==> src/rtl/mult_div_unit_pkg.sv <==
// Shared encodings for the iterative multiply/divide unit.
package mult_div_unit_pkg;

    localparam logic [1:0] OP_MULT  = 2'b00;
    localparam logic [1:0] OP_MULTU = 2'b01;
    localparam logic [1:0] OP_DIV   = 2'b10;
    localparam logic [1:0] OP_DIVU  = 2'b11;

    localparam logic [1:0] ST_IDLE = 2'b00;
    localparam logic [1:0] ST_MUL  = 2'b01;
    localparam logic [1:0] ST_DIV  = 2'b10;
    localparam logic [1:0] ST_DONE = 2'b11;

    localparam int unsigned ITERATIONS = 32;

endpackage

==> src/rtl/mult_div_unit.sv <==
// Iterative 32-cycle shift-add multiplier and restoring divider sharing one
// 64-bit working register; signed ops run on magnitudes and fix signs at the end.
module mult_div_unit
    import mult_div_unit_pkg::*;
#(
    parameter int unsigned WIDTH = 32
) (
    input  logic             clock,
    input  logic             reset,
    input  logic             start,
    input  logic [1:0]       op,
    input  logic [WIDTH-1:0] operandA,
    input  logic [WIDTH-1:0] operandB,
    output logic             busy,
    output logic             done,
    output logic [WIDTH-1:0] hi,
    output logic [WIDTH-1:0] lo,
    output logic             divByZero
);

    localparam logic [5:0] LAST_COUNT = 6'(ITERATIONS - 1);

    logic [1:0]         state_q, state_d;
    logic [5:0]         count_q, count_d;
    logic [2*WIDTH-1:0] acc_q, acc_d;
    logic [WIDTH-1:0]   opb_q, opb_d;
    logic [WIDTH-1:0]   a_q, a_d;
    logic               neg_lo_q, neg_lo_d;
    logic               neg_hi_q, neg_hi_d;
    logic [WIDTH-1:0]   hi_q, hi_d;
    logic [WIDTH-1:0]   lo_q, lo_d;
    logic               dbz_q, dbz_d;

    logic [WIDTH:0]     add_sum;
    logic [WIDTH:0]     rem_sh;
    logic [WIDTH:0]     diff;
    logic [2*WIDTH-1:0] mul_step;
    logic [2*WIDTH-1:0] div_step;
    logic [2*WIDTH-1:0] acc_step;
    logic               sign_a;
    logic               sign_b;

    always_comb begin
        state_d  = state_q;
        count_d  = count_q;
        acc_d    = acc_q;
        opb_d    = opb_q;
        a_d      = a_q;
        neg_lo_d = neg_lo_q;
        neg_hi_d = neg_hi_q;
        hi_d     = hi_q;
        lo_d     = lo_q;
        dbz_d    = dbz_q;

        // Multiplier sits in acc low half and shifts out LSB-first.
        add_sum  = {1'b0, acc_q[2*WIDTH-1:WIDTH]} + (acc_q[0] ? {1'b0, opb_q} : '0);
        mul_step = {add_sum, acc_q[WIDTH-1:1]};

        // Restoring step: remainder in acc high half, quotient bits enter at LSB.
        rem_sh   = {acc_q[2*WIDTH-1:WIDTH], acc_q[WIDTH-1]};
        diff     = rem_sh - {1'b0, opb_q};
        div_step = diff[WIDTH] ? {rem_sh[WIDTH-1:0], acc_q[WIDTH-2:0], 1'b0}
                               : {diff[WIDTH-1:0],   acc_q[WIDTH-2:0], 1'b1};

        acc_step = (state_q == ST_MUL) ? mul_step : div_step;
        sign_a   = ~op[0] & operandA[WIDTH-1];
        sign_b   = ~op[0] & operandB[WIDTH-1];

        case (state_q)
            ST_IDLE, ST_DONE: begin
                state_d = ST_IDLE;
                if (start) begin
                    a_d      = operandA;
                    acc_d    = {{WIDTH{1'b0}}, sign_a ? -operandA : operandA};
                    opb_d    = sign_b ? -operandB : operandB;
                    neg_lo_d = sign_a ^ sign_b;
                    neg_hi_d = op[1] ? sign_a : (sign_a ^ sign_b);
                    count_d  = '0;
                    dbz_d    = 1'b0;
                    state_d  = op[1] ? ST_DIV : ST_MUL;
                end
            end
            ST_MUL, ST_DIV: begin
                acc_d   = acc_step;
                count_d = count_q + 6'd1;
                if (count_q == LAST_COUNT) begin
                    state_d = ST_DONE;
                    if (state_q == ST_MUL) begin
                        {hi_d, lo_d} = neg_lo_q ? -acc_step : acc_step;
                    end else if (opb_q == '0) begin
                        lo_d  = '1;
                        hi_d  = a_q;
                        dbz_d = 1'b1;
                    end else begin
                        lo_d = neg_lo_q ? -acc_step[WIDTH-1:0] : acc_step[WIDTH-1:0];
                        hi_d = neg_hi_q ? -acc_step[2*WIDTH-1:WIDTH]
                                        : acc_step[2*WIDTH-1:WIDTH];
                    end
                end
            end
            default: state_d = ST_IDLE;
        endcase
    end

    always_ff @(posedge clock) begin
        if (reset) begin
            state_q  <= ST_IDLE;
            count_q  <= '0;
            acc_q    <= '0;
            opb_q    <= '0;
            a_q      <= '0;
            neg_lo_q <= 1'b0;
            neg_hi_q <= 1'b0;
            hi_q     <= '0;
            lo_q     <= '0;
            dbz_q    <= 1'b0;
        end else begin
            state_q  <= state_d;
            count_q  <= count_d;
            acc_q    <= acc_d;
            opb_q    <= opb_d;
            a_q      <= a_d;
            neg_lo_q <= neg_lo_d;
            neg_hi_q <= neg_hi_d;
            hi_q     <= hi_d;
            lo_q     <= lo_d;
            dbz_q    <= dbz_d;
        end
    end

    assign busy      = (state_q == ST_MUL) || (state_q == ST_DIV);
    assign done      = (state_q == ST_DONE);
    assign hi        = hi_q;
    assign lo        = lo_q;
    assign divByZero = dbz_q;

endmodule

==> config.mk <==
export PLATFORM = sky130hd
export DESIGN_NAME = mult_div_unit
export DESIGN_NICKNAME = d
export VERILOG_FILES = /design/src/rtl/mult_div_unit_pkg.sv /design/src/rtl/mult_div_unit.sv
export SDC_FILE = /design/constraint.sdc
export NUM_CORES = 1
export LEC_CHECK = 0
export ABC_CLOCK_PERIOD_IN_PS = 6650
export BUFFER_PORTS_ARGS = -buffer_cell sky130_fd_sc_hd__clkbuf_2
export CORE_MARGIN = 5
export CORE_UTILIZATION = 63
export CTS_BUF_LIST = sky130_fd_sc_hd__clkbuf_4 sky130_fd_sc_hd__clkbuf_8
export DETAILED_ROUTE_END_ITERATION = 16
export HOLD_SLACK_MARGIN = 0.12
export PLACE_DENSITY = 0.85
export SYNTH_ARGS = -nofsm -noshare
export SYNTH_HDL_FRONTEND = slang
export SYNTH_SLANG_ARGS = --single-unit
==> constraint.sdc <==
create_clock -name clock -period 6.65 [get_ports clock]
set_input_delay 1.33 -clock clock [delete_from_list [all_inputs] [get_ports clock]]
set_output_delay 1.33 -clock clock [all_outputs]
set_load 0.01 [all_outputs]
==> summary.txt <==
Routing
  – DRC viols: 0
  – Vias: 19200
  – DR iter-0 viols: roughly 2600
  – Total wire length: 65.5 mm
  – DRT Pass-1 Iters: 8
  – Wire length per cell: 23.4 microns
  – Antenna-violating nets left: 0
  – Avg Vias per Cell: 6.85

Synth
  – Post-Synth XOR/XNOR Area: 0.0938
  – Mux share of post-synthesis cell area: 0.0332
  – Synth Cell Area: approximately 0.017 sq mm
  – Synthesized area per cell: 7.21 sq um
  – Largest family of logic cells by synthesized area: compound AO/OA/AOI/OAI gates
  – Top post-synthesis cells by area: dfxtp_1 24%, a21oi_1 7.2%, nand2_1 6.2%
  – Yosys warnings: 0
  – Main synth FF type: dfxtp_1
  – FF+latch count, synth: 203
  – Syn Nets: ~2500
  – Share of the synthesized area in the top cell type: 0.240
  – Distinct cells, synth: 97
  – EDFF count, synth: 0
  – Most common cell in the netlist: nand2_1
  – Synth Area in Compound Gates: 0.285
  – Synth Area in Adders: 0.0549
  – Synth area leader: dfxtp_1
  – Post-synthesis sequential area ratio: 0.240
  – Async SR Flop Fraction: 0
  – Simple-gate area share of the yosys netlist: 0.244
  – Post-synth top cells: 279 x nand2_1, 259 x nor2_1, 242 x a21oi_1, 203 x dfxtp_1, 174 x o21ai_0
  – Syn Inst Count: between 2000 and 2500

Placed design
  – Pre-CTS setup slack: 0.714 ns
  – Area after DPL: 0.0178 sq mm
  – Placer Congestion: 1.04
  – Post-DP HPWL: 48.8 mm
  – IO buf count: approximately 140
  – Placed insts: 2723

Setup path
  – Kind of critical path: reg2reg
  – Crit end category: flip-flop
  – Crit Reg-Reg Endpoint: hi[30]$_SDFFE_PP0P_
  – Worst R2R Path Depth: 21
  – CP cell instances: inv_1 > ha_1 > a21oi_1 > o21ai_0 > a221o_1 > or3_4 > o211ai_4 > nor2_2 > a21oi_1 > ha_1 > o21ai_0 > or4_1 > nor3_1 > nand3_1 > or3_1 > o21ai_0 > nand4b_1 > nor4_1 > nor3_1 > o31ai_1 > nand3_1
  – Crit path largest cell delay: 0.64 ns
  – CP Buf/Inv Count: 1
  – Top delay family on crit path: simple AND/OR/NAND/NOR gates
  – Worst r2r src: opb_q[17]$_SDFFE_PP0P_
  – Critical Path Start Type: flip-flop
  – Most used cell along the critical path: o21ai_0
  – Worst Path Max Fanout: 5
  – Critical Path RT: 7.09 ns
  – R2R setup slack: 0.38 ns
  – Slowest-stage cell, CP: or4_1
  – Worst EP arrival: ~6.7 ns

Floorplan
  – Die area: 0.0302 sq mm
  – Die height: 174 microns
  – Die X-Extent: 174 microns
  – Initial Util: 0.633
  – Row count: 60
  – Num ports: 136
  – Core area: 0.0267 sq mm

Global routing
  – Initial antenna violation count: 2
  – GR peak layer: met2
  – Gr usage total: 0.413
  – Vias in the first global route: between 15000 and 20000
  – Met3 Resource Use GR: 0.0866
  – Grt met2 use: 0.625
  – Largest net degree at the start of global routing: 86
  – First-pass GRT wire length: 100 mm
  – GRT overflow: 0
  – Met1 Use GR: 0.566

Pwr
  – Sw Ratio: 0.414
  – Pwr Total: slightly above 5 mW
  – Pwr per Cell Area: 273 mW/mm^2
  – Flop pwr share: 0.267
  – Clock share of power: 0.311
  – Combinational Power Share: 0.422
  – P_sw: ~2.1 mW
  – Maximum VDD drop: 0.000200 V
  – P_leak: 7.51 nW
  – Internal: between 3 and 4 mW

STA
  – Final Skew: 0.0457 ns
  – Fin Setup TNS: 0 ns
  – Maximum clock frequency: ~160 MHz
  – Final setup margin: 0.382 ns
  – Final Cycle Share: 0.943
  – Final setup vio count: 0
  – Final max-slew violation count: 0
  – Slew HR: 0.221
  – Final hold vios: 0
  – Worst Max-Slew Pin Slew: 1.16 ns
  – RSZ-0062 raised after global routing: false
  – Period minus WS final: between 6 and 7 ns

Clock tree
  – CTS buffer count: 38
  – Post-CTS Resized: 0
  – Postcts setup bufs: 0
  – CTS clk-pin slew, worst paths: approximately 0.060 ns
  – # clock sinks: between 200 and 250
  – CTS tree: yes
  – H-tree level count: 2
  – Clk_lat worst skew: 0.57 ns
  – Maximum root-to-sink buffer count: 3
  – Clock tree root buffer cell: clkbuf_8
  – CTS Hold Bufs: 0

Finish
  – Layout overhead on the synthesized area: 11.3%
  – Final #Nets: 2564
  – Final Instance Area: 0.0188 sq mm
  – Final cell count without fillers: roughly 2800
  – Share of cells above drive strength 1: 0.129
  – Fillers: 2241

Hold path
  – Hold Path Origin: a_q[24]$_SDFFE_PP0P_
  – Min-Delay Path Class: reg2reg
  – Worst hold path depth: 2
  – Min-Delay Endpoint: a_q[24]$_SDFFE_PP0P_

Outcome
  – Status: finished, final reports clean

Flow run
  – Max Cap Viol: 0
cells by family after synthesis:
group	count (synthesis)
xor+xnor	181
fa+ha+maj	73
compound gates	751
mux	52
simple gates	872
buf+inv	213
flops	203
worst reg2reg max path, cell delays in order (launching register included):
cell	delay [ns]
dfxtp_1	0.37
inv_1	0.06
ha_1	0.34
a21oi_1	0.31
o21ai_0	0.36
a221o_1	0.48
or3_4	0.42
o211ai_4	0.18
nor2_2	0.11
a21oi_1	0.32
ha_1	0.23
o21ai_0	0.15
or4_1	0.65
nor3_1	0.35
nand3_1	0.11
or3_1	0.44
o21ai_0	0.17
nand4b_1	0.24
nor4_1	0.44
nor3_1	0.11
o31ai_1	0.25
nand3_1	0.09
worst max-delay path by stage:
stage | start | to | slack [ns] | depth (start not counted)
floorplan | opb_q[25]$_SDFFE_PP0P_ | hi[18]$_SDFFE_PP0P_ | 1.54 | 23
global placement | opb_q[17]$_SDFFE_PP0P_ | hi[30]$_SDFFE_PP0P_ | 0.90 | 21
detailed placement | opb_q[17]$_SDFFE_PP0P_ | hi[30]$_SDFFE_PP0P_ | 0.71 | 21
CTS | opb_q[17]$_SDFFE_PP0P_ | hi[30]$_SDFFE_PP0P_ | 0.66 | 21
global route | opb_q[17]$_SDFFE_PP0P_ | hi[30]$_SDFFE_PP0P_ | 0.08 | 21
finish | opb_q[17]$_SDFFE_PP0P_ | hi[30]$_SDFFE_PP0P_ | 0.38 | 21
sequential cells by signal (all words and copies together), names as in the netlist:
register,flops
state_q,2
hi,32
neg_lo_q,1
a_q,32
neg_hi_q,1
opb_q,32
acc_q,64
lo,32
divByZero,1
count_q,6
layout by cell type, fill, tap and decap left out, drive strengths merged, types with 8 or more instances in the layout:
| cell | count |
|---|---|
| a211oi | 53 |
| a21boi | 8 |
| a21o | 23 |
| a21oi | 242 |
| a221oi | 18 |
| a311oi | 13 |
| a31oi | 14 |
| and2 | 48 |
| and3 | 13 |
| buf | 51 |
| bufinv | 8 |
| clkbuf | 187 |
| dfxtp | 203 |
| ha | 71 |
| inv | 67 |
| mux2 | 19 |
| mux2i | 33 |
| nand2 | 279 |
| nand2b | 20 |
| nand3 | 52 |
| nand4 | 25 |
| nor2 | 261 |
| nor2b | 17 |
| nor3 | 54 |
| nor4 | 28 |
| o2111ai | 8 |
| o211ai | 24 |
| o21a | 16 |
| o21ai | 183 |
| o21bai | 10 |
| o22a | 14 |
| o31ai | 35 |
| o41ai | 13 |
| or2 | 9 |
| or3 | 32 |
| xnor2 | 99 |
| xor2 | 82 |
area by class of cell:
type / count / area, sq um / area share
multi-input cells: 1929 / 12000 / 0.639
flip-flops and latches: 203 / 4070 / 0.216
repair buffers: 184 / 1050 / 0.0556
clock buffers: 54 / 699 / 0.0372
well taps: 341 / 427 / 0.0227
clock inverters: 16 / 302 / 0.0160
inverters: 66 / 248 / 0.0132
diodes: 1 / 2.50 / 0.000133
power by group through the flow:
stage | Sequential, mW | Clock (mW) | Combinational [mW]
final | 1.37 | 1.60 | 2.17
after global routing | 1.37 | 1.66 | 2.28
after CTS | 1.36 | 1.60 | 2.08
after detailed placement | 1.39 | 0 | 2.06
after global placement | 1.38 | 0 | 2.04
after floorplan | 1.36 | 0 | 1.43
per-layer routing:
layer / wire length [microns] / share of wire
met1: 26000 / 0.40
met2: 28000 / 0.43
met3: 8030 / 0.12
met4: 3510 / 0.054
met5: 13 / 0.00020
through the flow:
step	util	hold slack (ns)
after CTS	0.704	0.451
after floorplan	-	0.432
after detailed placement	0.667	0.443
final	0.704	0.449
after global placement	0.667	0.435
after global routing	0.704	0.473
No activity file was read; power rests on OpenSTA's default activity.
